--- config.mk ---
export PLATFORM = sky130hd
export DESIGN_NAME = ram_access_arbiter
export DESIGN_NICKNAME = d
export VERILOG_FILES = /design/src/rtl/cpu_pkg.sv /design/src/rtl/sync_edge.sv /design/src/rtl/ram_access_arbiter.sv
export SDC_FILE = /design/constraint.sdc
export NUM_CORES = 1
export LEC_CHECK = 0
export CAP_MARGIN = 20
export CORE_ASPECT_RATIO = 0.8
export CORE_UTILIZATION = 35
export CTS_BUF_LIST = sky130_fd_sc_hd__clkbuf_8 sky130_fd_sc_hd__clkbuf_16
export CTS_CLUSTER_DIAMETER = 30
export DETAILED_ROUTE_END_ITERATION = 8
export SLEW_MARGIN = 20
export SYNTH_ARGS = -nofsm -noshare
export SYNTH_HDL_FRONTEND = slang
export SYNTH_SLANG_ARGS = --single-unit
export TNS_END_PERCENT = 5
--- constraint.sdc ---
create_clock -name clk -period 1.89 [get_ports clk]
set_clock_uncertainty 0.15 [all_clocks]
set_input_delay 0.4725 -clock clk [delete_from_list [all_inputs] [get_ports clk]]
set_output_delay 0.4725 -clock clk [all_outputs]
set_load 0.05 [all_outputs]
--- src/rtl/cpu_pkg.sv ---
// rtl/cpu_pkg.sv - shared arbiter state type, control-word bit indices and RAM depth
// VERIFY state exists only when RAM_ARB_READBACK_EN is defined
package cpu_pkg;

  typedef enum logic [2:0] {
    ST_CPU,
    ST_DRAIN,
    ST_IDLE,
    ST_ADDR,
    ST_DATA,
    ST_WRITE
`ifdef RAM_ARB_READBACK_EN
    , ST_VERIFY
`endif
  } arb_state_t;

  localparam int CW_NLMA = 11;
  localparam int CW_NLMD = 10;
  localparam int CW_NCE  = 9;
  localparam int CW_NLR  = 8;

  localparam int RAM_DEPTH = 16;

  // Active-low RAM-side strobes the loader asserts while sitting in state s
  function automatic logic [CW_NLMA:CW_NLR] loader_ctl(input arb_state_t s);
    logic [CW_NLMA:CW_NLR] cw;
    cw = '1;
    case (s)
      ST_ADDR:  cw[CW_NLMA] = 1'b0;
      ST_DATA:  cw[CW_NLMD] = 1'b0;
      ST_WRITE: begin
        cw[CW_NCE] = 1'b0;
        cw[CW_NLR] = 1'b0;
      end
`ifdef RAM_ARB_READBACK_EN
      ST_VERIFY: cw[CW_NCE] = 1'b0;
`endif
      default: cw = '1;
    endcase
    return cw;
  endfunction

  function automatic logic is_busy(input arb_state_t s);
    return (s == ST_ADDR) || (s == ST_DATA) || (s == ST_WRITE)
`ifdef RAM_ARB_READBACK_EN
        || (s == ST_VERIFY)
`endif
        ;
  endfunction

endpackage

--- src/rtl/sync_edge.sv ---
// rtl/sync_edge.sv - multi-flop pin synchronizer with single-cycle rising-edge pulse
module sync_edge #(
  parameter int STAGES = 2
) (
  input  logic clk,
  input  logic rst_n,
  input  logic i_async,
  output logic o_sync,
  output logic o_rise
);

  logic [STAGES-1:0] r_sync;
  logic              r_prev;

  always_ff @(posedge clk or negedge rst_n) begin
    if (!rst_n) begin
      r_sync <= '0;
      r_prev <= 1'b0;
    end else begin
      r_sync <= {r_sync[STAGES-2:0], i_async};
      r_prev <= r_sync[STAGES-1];
    end
  end

  assign o_sync = r_sync[STAGES-1];
  assign o_rise = r_sync[STAGES-1] & ~r_prev;

endmodule

--- src/rtl/ram_access_arbiter.sv ---
// rtl/ram_access_arbiter.sv - hands program RAM/MAR between CPU control path and pin byte-loader
// Optional post-write readback compare: RAM_ARB_READBACK_EN
module ram_access_arbiter #(
  parameter int ADDR_W      = 4,
  parameter int DATA_W      = 8,
  parameter int SYNC_STAGES = 2
) (
  input  logic              clk,
  input  logic              rst_n,
  input  logic              prog_req,
  input  logic              prog_strobe,
  input  logic [ADDR_W-1:0] prog_addr,
  input  logic [DATA_W-1:0] prog_data,
  input  logic              cpu_boundary,
  input  logic              cpu_nLma,
  input  logic              cpu_nLmd,
  input  logic              cpu_nCE,
  input  logic              cpu_nLr,
  output logic              mem_nLma,
  output logic              mem_nLmd,
  output logic              mem_nCE,
  output logic              mem_nLr,
  input  logic [DATA_W-1:0] ram_rdata,
  output logic [DATA_W-1:0] bus_out,
  output logic              bus_oe,
  output logic              cpu_hold,
  output logic              prog_busy,
  output logic              prog_overrun,
  output logic              verify_err,
  output logic [ADDR_W:0]   write_count
);
  import cpu_pkg::*;

  localparam logic [ADDR_W:0] W_FULL = (ADDR_W+1)'(RAM_DEPTH);

  logic                  w_req;
  logic                  w_req_rise_unused;
  logic                  w_stb_sync_unused;
  logic                  w_stb_rise;
  arb_state_t            r_state;
  arb_state_t            w_next;
  logic                  r_pass;
  logic [CW_NLMA:CW_NLR] r_cw;
  logic [DATA_W-1:0]     r_data;
  logic [DATA_W-1:0]     r_bus;
  logic                  r_oe;
  logic                  r_hold;
  logic                  r_busy;
  logic                  r_overrun;
  logic [ADDR_W:0]       r_wcount;

  sync_edge #(.STAGES(SYNC_STAGES)) u_sync_req (
    .clk(clk), .rst_n(rst_n), .i_async(prog_req),
    .o_sync(w_req), .o_rise(w_req_rise_unused)
  );

  sync_edge #(.STAGES(SYNC_STAGES)) u_sync_stb (
    .clk(clk), .rst_n(rst_n), .i_async(prog_strobe),
    .o_sync(w_stb_sync_unused), .o_rise(w_stb_rise)
  );

  // A req drop never interrupts ADDR..WRITE; it is only honoured in DRAIN/IDLE
  always_comb begin
    w_next = r_state;
    case (r_state)
      ST_CPU:   if (w_req) w_next = ST_DRAIN;
      ST_DRAIN: begin
        if (!w_req)            w_next = ST_CPU;
        else if (cpu_boundary) w_next = ST_IDLE;
      end
      ST_IDLE: begin
        if (!w_req)          w_next = ST_CPU;
        else if (w_stb_rise) w_next = ST_ADDR;
      end
      ST_ADDR:   w_next = ST_DATA;
      ST_DATA:   w_next = ST_WRITE;
`ifdef RAM_ARB_READBACK_EN
      ST_WRITE:  w_next = ST_VERIFY;
      ST_VERIFY: w_next = ST_IDLE;
`else
      ST_WRITE:  w_next = ST_IDLE;
`endif
      default:   w_next = ST_CPU;
    endcase
  end

`ifdef RAM_ARB_READBACK_EN
  logic r_verr;
  assign verify_err = r_verr;
`else
  logic w_unused_rdata;
  assign w_unused_rdata = ^ram_rdata;
  assign verify_err     = 1'b0;
`endif

  // Outputs are decoded from the next state so they line up with the state register
  always_ff @(posedge clk or negedge rst_n) begin
    if (!rst_n) begin
      r_state   <= ST_CPU;
      r_pass    <= 1'b1;
      r_cw      <= '1;
      r_data    <= '0;
      r_bus     <= '0;
      r_oe      <= 1'b0;
      r_hold    <= 1'b0;
      r_busy    <= 1'b0;
      r_overrun <= 1'b0;
      r_wcount  <= '0;
`ifdef RAM_ARB_READBACK_EN
      r_verr    <= 1'b0;
`endif
    end else begin
      r_state <= w_next;
      r_pass  <= (w_next == ST_CPU) || (w_next == ST_DRAIN);
      r_hold  <= !((w_next == ST_CPU) || (w_next == ST_DRAIN));
      r_busy  <= is_busy(w_next);
      r_cw    <= loader_ctl(w_next);
      r_oe    <= (w_next == ST_ADDR) || (w_next == ST_DATA);
      case (w_next)
        ST_ADDR: r_bus <= {{(DATA_W-ADDR_W){1'b0}}, prog_addr};
        ST_DATA: r_bus <= r_data;
        default: r_bus <= '0;
      endcase
      if (r_state == ST_IDLE && w_next == ST_ADDR) r_data <= prog_data;
      if (w_next == ST_CPU) begin
        r_overrun <= 1'b0;
        r_wcount  <= '0;
`ifdef RAM_ARB_READBACK_EN
        r_verr    <= 1'b0;
`endif
      end else begin
        if (w_stb_rise && r_busy) r_overrun <= 1'b1;
        if (r_state == ST_WRITE && r_wcount != W_FULL) r_wcount <= r_wcount + 1'b1;
`ifdef RAM_ARB_READBACK_EN
        if (r_state == ST_VERIFY && ram_rdata != r_data) r_verr <= 1'b1;
`endif
      end
    end
  end

  assign mem_nLma     = r_pass ? cpu_nLma : r_cw[CW_NLMA];
  assign mem_nLmd     = r_pass ? cpu_nLmd : r_cw[CW_NLMD];
  assign mem_nCE      = r_pass ? cpu_nCE  : r_cw[CW_NCE];
  assign mem_nLr      = r_pass ? cpu_nLr  : r_cw[CW_NLR];
  assign bus_out      = r_bus;
  assign bus_oe       = r_oe;
  assign cpu_hold     = r_hold;
  assign prog_busy    = r_busy;
  assign prog_overrun = r_overrun;
  assign write_count  = r_wcount;

endmodule
# Word-level counts from Yosys, hierarchy flattened
# Index checks and enable logic that the tools add are counted.
# op_classes
addsub	1
n_eq_ne	10
muxes	18
n_bitwise	2
reduce_logical	11
# ops
operator	n
case mux 3 bit (6 select lines)	1
case mux 8 bit (2 select lines)	1
two-way mux 3 bit	5
equality test 3 bit (second input constant)	4
two-way mux 5 bit	2
equality test 3 x 2 -> 1 bit (second input constant)	3
two-way mux 1 bit	8
equality test 3 x 1 -> 1 bit (second input constant)	2
zero test 3 bit	2
adder 5 x 1 -> 5 bit (second input constant)	1
inequality test 5 bit (second input constant)	1
nonzero test 2 bit	2
logical AND 1 bit	3
logical OR 1 bit	3
two-way mux 2 bit	1
AND 1 bit	1
zero test 1 bit	1
NOT 1 bit	1
# totals
ff_bits	38
output_inout_bits	22
wordCells	55

# Logic depth before layout (Yosys ltp)
# Gate-level depths: netlist (run 1).
# depth
depth_word	8
ltp_mapped	7
depth_no_buf	5

# Hierarchy
# Synthesis (run 1) repeated with hierarchy kept, for this count alone.
# unflattened
cells_unflattened	115
hier_area_um2	1555.2
# by_module_without_submodules
module	instances	cells_each	area_each_um2	seq_area_each_um2
ram_access_arbiter	1	107	1377.6	805.8
sync_edge	2	4	88.8	75.1

# Least setup slack after synthesis (run 1)
# No wires, ideal clock.
# synth_timing
kind	register to register
from	register r_wcount[0], in the netlist write_count[0]
to	register r_wcount[2], in the netlist write_count[2]
t_arrival_ns	1.555
required_time_ns	1.663
slack_ns	0.107
path_stages_with_launch	6
synth_period_minus_slack_ns	1.783
path_cell_list	dfrtp_1 -> inv_1 -> ha_1 -> nor4bb_1 -> or3_1 -> a21oi_1
# synth_between
elab_chain_cells	3
# synth_lines
item	line_no	rtl
from (decl)	ram_access_arbiter.sv:50	logic [ADDR_W:0] r_wcount;
from (signal assigned)	ram_access_arbiter.sv:133	if (r_state == ST_WRITE && r_wcount != W_FULL) r_wcount <= r_wcount + 1'b1;
adder 5 x 1 -> 5 bit / inequality test 5 bit (equally long branches)	ram_access_arbiter.sv:133	
two-way mux 5 bit / logical AND 1 bit (equally long branches)	ram_access_arbiter.sv:133	
two-way mux 5 bit / nonzero test 2 bit (equally long branches)	-	
# Parallel ways exist; a longest one is shown, timed or not. The select of a mux whose other input is x is not followed.
# A chain may end at the register's enable or synchronous reset.

# Worst setup path in the final report (run 1)
# layout_timing
from	register r_pass
to	output port mem_nLmd
# layout_between
elab_chain_cells	1
# layout_lines
item	line_no	rtl
from (decl)	ram_access_arbiter.sv:42	logic r_pass;
from (signal assigned)	ram_access_arbiter.sv:114	r_pass <= (w_next == ST_CPU) || (w_next == ST_DRAIN);
two-way mux 1 bit	ram_access_arbiter.sv:142	assign mem_nLmd = r_pass ? cpu_nLmd : r_cw[CW_NLMD];
to (decl)	ram_access_arbiter.sv:20	output logic mem_nLmd,
# No other way between the ends.

==> results.sh, run 1 <==
export IMPL_outcome="finished with violations"
export IMPL_violations="setup timing"
export IMPL_total_leakage_power_nw=1.04
export IMPL_avgRoutedWirePerCell_um=13.1
export IMPL_ir_drop_v=0.000753
export IMPL_multi_input_area_um2=533
export IMPL_drt_iter0_markers=34
export IMPL_cts_buffers=5
export IMPL_grt_pass1_wl_mm=4.82
export IMPL_timing_final_ws_setup_ns=-0.0584
export IMPL_finalMaxSlewViolations=0
export IMPL_avgSynthCellArea_um2=13.0
export IMPL_start_kind="flip-flop"
export IMPL_fillers=351
export IMPL_seqCellArea_um2=931
export IMPL_cp_max_fo=4
export IMPL_num_rows=20
export IMPL_dr_pass1_iters=4
export IMPL_gp_congestion=0.710
export IMPL_yosys_area_share_simple_pct=15.6
export IMPL_drv_cap=0
export IMPL_track_usage_pct=14.6
export IMPL_grt_max_degree=26
export IMPL_worstMarginPinSlew_ns=0.514
export IMPL_wl_mm=2.90
export IMPL_drive_gt1_share_pct=32.5
export IMPL_slew_headroom_pct=65.7
export IMPL_synth_xor_area_share_pct=0
export IMPL_dp_hpwl_mm=2.14
export IMPL_seqPwrFrac_pct=40.9
export IMPL_netlist_area_um2=1510
export IMPL_area_growth_pct=44.0
export IMPL_synth_edf_count=0
export IMPL_crit_path_end_kind="output pin"
export IMPL_finalCriticalPeriod_ns=1.95
export IMPL_critical_path_arrival_ns=1.33
export IMPL_dieWidth_um=75.4
export IMPL_synth_compound_area_share_pct=7.79
export IMPL_yosysUniqueCellTypes=33
export IMPL_synth_cells=116
export IMPL_cts_tree="done"
export IMPL_dpl_cell_count=212
export IMPL_io_pins=51
export IMPL_dr_total_vias=1028
export IMPL_hp_class="input pin to async pin"
export IMPL_ys_flop_type="dfrtp_1"
export IMPL_ys_top_cells_by_count="dfrtp_1 (33), nand2_1 (9), a21oi_1 (7)"
export IMPL_die_h_um=60.7
export IMPL_clock_latency_ns=0.28
export IMPL_clk_pin_slew_worst_paths_ns=0.07
export IMPL_grt_overflow_total=0
export IMPL_yosysTopAreaCellShare_pct=54.7
export IMPL_clk_path_buf_depth=2
export IMPL_period_share_pct=103
export IMPL_fmax_ghz=0.513
export IMPL_pwr_share_comb_pct=39.1
export IMPL_synth_area_leaders="dfrtp_1 (55%), dfstp_2 (7.0%), mux2_4 (5.0%), mux2_2 (3.7%), a21oi_1 (2.3%)"
export IMPL_synth_top_family_by_area="simple AND/OR/NAND/NOR gates"
export IMPL_die_area_um2=4580
export IMPL_diodes=0
export IMPL_crit_type="flip-flop to output pin"
export IMPL_grt_pass1_vias=1060
export IMPL_drc_errors=0
export IMPL_cp_required_ns=1.27
export IMPL_intPower_mw=1.76
export IMPL_hold_ws_ns=0.0137
export IMPL_async_flop_share_pct=100
export IMPL_synth_seq_cells=37
export IMPL_synth_adder_area_share_pct=1.66
export IMPL_synth_most_common_cell="dfrtp_1"
export IMPL_synth_seq_area_share_pct=61.7
export IMPL_h_tree_depth=2
export IMPL_stdcell_count=221
export IMPL_power_density_nw_per_um2=1230
export IMPL_setup_viol=4
export IMPL_coreArea_um2=3950
export IMPL_cts_root_buf="clkbuf_8"
export IMPL_synth_nets=147
export IMPL_rsz0062_at_grt="yes"
export IMPL_start_util_pct=38.2
export IMPL_clock_sinks=37
export IMPL_port_buffers=41
export IMPL_synthMuxAreaShare_pct=8.71
export IMPL_p_switching_uw=906
export IMPL_clkPwrFrac_pct=20.0
export IMPL_synth_top_area_cell="dfrtp_1"
export IMPL_ant_nets=0
export IMPL_nNetsFinal=196
export IMPL_finalHoldViolCount=0
export IMPL_swShare_pct=34.0
export IMPL_routed_via_density=4.65
export IMPL_grt_antenna_before_repair=0
export IMPL_ys_warn_count=0
[power by group through the flow]
stage / registers (mW) / clock network, mW / logic [mW]
detailed placement: 1.10 / 0 / 1.01
finish: 1.09 / 0.534 / 1.04
global placement: 1.09 / 0 / 0.994
CTS: 1.09 / 0.552 / 1.05
global route: 1.11 / 0.585 / 1.12
floorplan: 1.22 / 0 / 0.468
[final timing paths]
path / from / to / slack, ns / depth (start not counted)
worst max-delay path: r_pass$_DFF_PN1_ / mem_nLmd / -0.06 / 2
worst min-delay path: rst_n / r_state[0]$_DFF_PN0_ / 0.01 / 1
min in group clk: u_sync_req.r_sync[0]$_DFF_PN0_ / u_sync_req.r_sync[1]$_DFF_PN0_ / 0.20 / 0
max in group asynchronous: rst_n / bus_out[1]$_DFF_PN0_ / 1.07 / 2
worst max register to register: r_state[1]$_DFF_PN0_ / r_data[2]$_DFFE_PN0P_ / 0.12 / 4
worst min register to register: u_sync_req.r_sync[0]$_DFF_PN0_ / u_sync_req.r_sync[1]$_DFF_PN0_ / 0.20 / 0
[area by class of cell]
cell class / count / area share, %
multi-input cells: 70 / 24.5
well taps: 55 / 3.17
inverters: 4 / 0.691
flip-flops and latches: 37 / 42.8
clock inverters: 2 / 0.345
repair buffers: 47 / 24.6
clock buffers: 6 / 3.80
[cells in the final DEF (no fill, tap or decap), types with 2 or more instances in the layout]
cell and n:
dfrtp_1 33, clkdlybuf4s50_1 19, buf_4 16, buf_12 11, nand2_1 7, mux2_4 7, a21oi_1 7, inv_1 6
clkbuf_8 6, o21ai_0 5, and3_1 5, nand3_1 5, a22o_1 4, dfstp_2 4, or3_1 3, mux2_2 3
and3b_1 2, nor2_1 2, o21a_1 2, nand2_2 2, ha_1 2
[metrics by stage]
| step | power [mW] | util [%] | TNS, ns | worst slack, ns | cell area, um2 |
|---|---|---|---|---|---|
| 6_report | 2.67 | 55.0 | -0.186 | -0.0584 | 2170 |
| 5_1_grt | 2.82 | 55.0 | -0.370 | -0.0996 | 2170 |
| 4_1_cts | 2.69 | 55.0 | -0.227 | -0.0701 | 2170 |
| 3_5_place_dp | 2.10 | 52.0 | -0.0827 | -0.0433 | 2060 |
| 3_3_place_gp | 2.09 | 52.0 | -0.0742 | -0.0383 | 2060 |
| 2_1_floorplan | 1.69 | - | 0 | 0.107 | 1510 |
[metal layers]
layer  routed length, um  share of wire (%)  track usage [%]  vias up
li1                    -                  -                -      499
met1                1360                 47             19.3      501
met2                1380                 47             23.1       23
met3                 142                4.9             4.65        5
met4                  23               0.79             4.76        0
met5                   0                  0                0        -
[cell families (layout without fill, tap and decap cells)]
kind of cell               count (synthesis)  after routing
AOI/OAI and AO/OA                         19             19
adders and majority gates                  2              2
buffers and inverters                      9             59
DFF                                       37             37
muxes                                     10             10
other                                      1              1
and+or+nand+nor                           38             38
[what timing repair did]
action	in CTS	in global routing
hold endpoints to repair	0	0
resized for setup	5	0
setup endpoints to repair	2	4
setup buffers	1	0
pin swaps	0	0
hold buffers	0	0
[state kept, by name (all words and copies together), names as in the netlist]
register / cells
r_pass: 1
write_count: 5
r_data: 8
u_sync_stb.r_sync: 2
prog_busy: 1
r_state: 3
prog_overrun: 1
bus_oe: 1
cpu_hold: 1
r_cw: 3
bus_out: 8
u_sync_req.r_sync: 2
u_sync_stb.r_prev: 1
[worst max-delay path: stages (launching register included)]
cell     delay, ns
dfstp_2       0.58
mux2_4        0.32
buf_12        0.15
Power figures use the tool's default switching activity.
==> inputs of run 2 (changes only) <==
--- a/config.mk
+++ b/config.mk
@@ -8,7 +8,7 @@
 export CAP_MARGIN = 20
 export CORE_ASPECT_RATIO = 0.8
 export CORE_UTILIZATION = 35
-export CTS_BUF_LIST = sky130_fd_sc_hd__clkbuf_8 sky130_fd_sc_hd__clkbuf_16
+export CTS_BUF_LIST = sky130_fd_sc_hd__clkbuf_8
 export CTS_CLUSTER_DIAMETER = 30
 export DETAILED_ROUTE_END_ITERATION = 8
 export SLEW_MARGIN = 20
==> results of run 2 <==
The final DEF is identical to that of run 1; final timing and power are the same.
==> inputs of run 3 (changes only) <==
--- a/config.mk
+++ b/config.mk
@@ -7,10 +7,11 @@
 export LEC_CHECK = 0
 export CAP_MARGIN = 20
 export CORE_ASPECT_RATIO = 0.8
-export CORE_UTILIZATION = 35
+export CORE_UTILIZATION = 40
 export CTS_BUF_LIST = sky130_fd_sc_hd__clkbuf_8
 export CTS_CLUSTER_DIAMETER = 30
 export DETAILED_ROUTE_END_ITERATION = 8
+export PLACE_DENSITY = 0.72
 export SLEW_MARGIN = 20
 export SYNTH_ARGS = -nofsm -noshare
 export SYNTH_HDL_FRONTEND = slang
==> run 3 against run 2 <==
The flow finishes with violations (DRC, setup timing). Global-route usage increased by 3.4 points. Critical path depth unchanged. Via count increased by 0.68%. Core utilization increased by 7.7 points. Design area increased by 1.4%. Critical endpoint unchanged. Largest cell class unchanged.
==> results.sh, run 3 (same netlist as run 1, synthesis figures left out) <==
export IMPL_outcome="finished with violations"
export IMPL_violations="DRC, setup timing"
export IMPL_crit_path_end_kind="output pin"
export IMPL_mostFrequentLayoutCells="dfrtp_1 (33), clkdlybuf4s50_1 (19), buf_4 (15), buf_12 (12)"
export IMPL_hp_class="flip-flop to flip-flop"
export IMPL_timing_final_ws_setup_ns=-0.0777
export IMPL_coreArea_um2=3520
export IMPL_num_rows=19
export IMPL_total_leakage_power_nw=1.05
export IMPL_fin_area_um2=2200
export IMPL_dr_total_vias=1035
export IMPL_drv_cap=0
export IMPL_cp_required_ns=1.27
export IMPL_port_buffers=41
export IMPL_drt_iter0_markers=27
export IMPL_nNetsFinal=197
export IMPL_ant_nets=0
export IMPL_cts_root_buf="clkbuf_8"
export IMPL_drive_gt1_share_pct=32.9
export IMPL_dieWidth_um=70.7
export IMPL_hold_ws_ns=0.207
export IMPL_dp_hpwl_mm=2.16
export IMPL_fillers=284
export IMPL_crit_type="flip-flop to output pin"
export IMPL_dpl_cell_area_um2=2050
export IMPL_period_share_pct=104
export IMPL_clock_latency_ns=0.30
export IMPL_wl_mm=2.97
export IMPL_utilization_pct=62.7
export IMPL_cts_buffers=5
export IMPL_setup_viol=2
export IMPL_die_h_um=56.9
export IMPL_start_util_pct=42.9
export IMPL_grt_max_degree=20
export IMPL_drc_errors=6
export IMPL_dr_pass1_iters=6
export IMPL_clk_path_buf_depth=2
export IMPL_final_common_cell="dfrtp_1"
export IMPL_finalHoldViolCount=0
export IMPL_avgRoutedWirePerCell_um=14.2
export IMPL_io_pins=51
export IMPL_gp_congestion=0.796
export IMPL_post_place_ws_ns=-0.0493
export IMPL_die_area_um2=4020
export IMPL_clk_pin_slew_worst_paths_ns=0.07
export IMPL_finalCriticalPeriod_ns=1.97
export IMPL_grt_pass1_vias=1112
export IMPL_area_growth_pct=46.1
export IMPL_ir_drop_v=0.000628
export IMPL_grt_antenna_before_repair=0
export IMPL_grt_pass1_wl_mm=5.31
export IMPL_finalMaxSlewViolations=0
export IMPL_routed_via_density=4.95
export IMPL_clock_sinks=37
export IMPL_power_density_nw_per_um2=1290
export IMPL_cts_tree="done"
export IMPL_start_kind="flip-flop"
export IMPL_critical_path_arrival_ns=1.35
export IMPL_cp_max_fo=4
export IMPL_rsz0062_at_grt="yes"
export IMPL_finalSetupTns_ns=-0.155
export IMPL_hp_start="u_sync_stb.r_sync[0]$_DFF_PN0_"
export IMPL_reg2reg_from="r_state[1]$_DFF_PN0_"
export IMPL_track_usage_pct=18.0
export IMPL_diodes=0
export IMPL_h_tree_depth=2
export IMPL_crit_path_start="r_pass$_DFF_PN1_"
export IMPL_fmax_ghz=0.508
export IMPL_grt_overflow_total=0
run 3: changes by cell type in the layout (fill, tap and decap cells not counted):
cell,change
nand2b_4,-1
inv_1,-1
buf_12,+1
nor4bb_1,-1
buf_4,-1
bufinv_16,+1
nand2b_1,+1
dlygate4sd3_1,+1
nor4bb_2,+1
run 3: report_power, final:
| group | total, mW | switching, mW | internal [mW] | leakage (nW) |
|---|---|---|---|---|
| registers | 1.09 | 0.115 | 0.973 | 0.478 |
| clock network | 0.698 | 0.274 | 0.424 | 0.0626 |
| logic | 1.05 | 0.551 | 0.497 | 0.511 |
run 3: final timing paths:
kind,to,slack (ns),depth (start not counted)
min reg2reg,u_sync_stb.r_sync[1]$_DFF_PN0_,0.21,0
max in group asynchronous,r_cw[10]$_DFF_PN1_,0.56,3
min in group asynchronous,r_data[3]$_DFFE_PN0P_,0.50,2
min,u_sync_stb.r_sync[1]$_DFF_PN0_,0.21,0
max,mem_nLmd,-0.08,2
max reg2reg,r_data[3]$_DFFE_PN0P_,0.21,4
run 3: area by class of cell:
type | instances | area [um2] | share of cell area [%]
Sequential cell | 37 | 931 | 42.2
Tap cell | 42 | 52.6 | 2.38
Clock inverter | 2 | 33.8 | 1.53
Timing Repair Buffer | 48 | 558 | 25.3
Inverter | 4 | 15.0 | 0.681
Clock buffer | 6 | 82.6 | 3.75
Multi-Input combinational cell | 70 | 532 | 24.1
run 3: worst max-delay path: stages (launching register included):
cell	delay (ns)
dfstp_2	0.58
mux2_4	0.32
buf_12	0.15
run 3: layer usage:
layer,part of all wire (%),wire [um],GRT usage [%],vias up
met5,0,0,0,-
met4,2.7,79,11.1,0
met3,5.4,160,4.42,9
met2,49,1450,27.6,27
met1,43,1290,23.4,502
li1,-,-,-,497
run 3: through the flow:
stage          power (mW)  std cells
6_report             2.83        209
5_1_grt              2.97        209
4_1_cts              2.85        209
3_5_place_dp         2.11        199
3_3_place_gp         2.08        199
2_1_floorplan        1.69        116
run 3: repair_timing:
action / CTS / global route
gates resized for setup: 4 / 1
hold endpoints to repair: 18 / 0
setup buffers: 1 / 0
endpoints found under the setup margin: 2 / 5
pin swaps: 1 / 0
hold buffers: 1 / 0
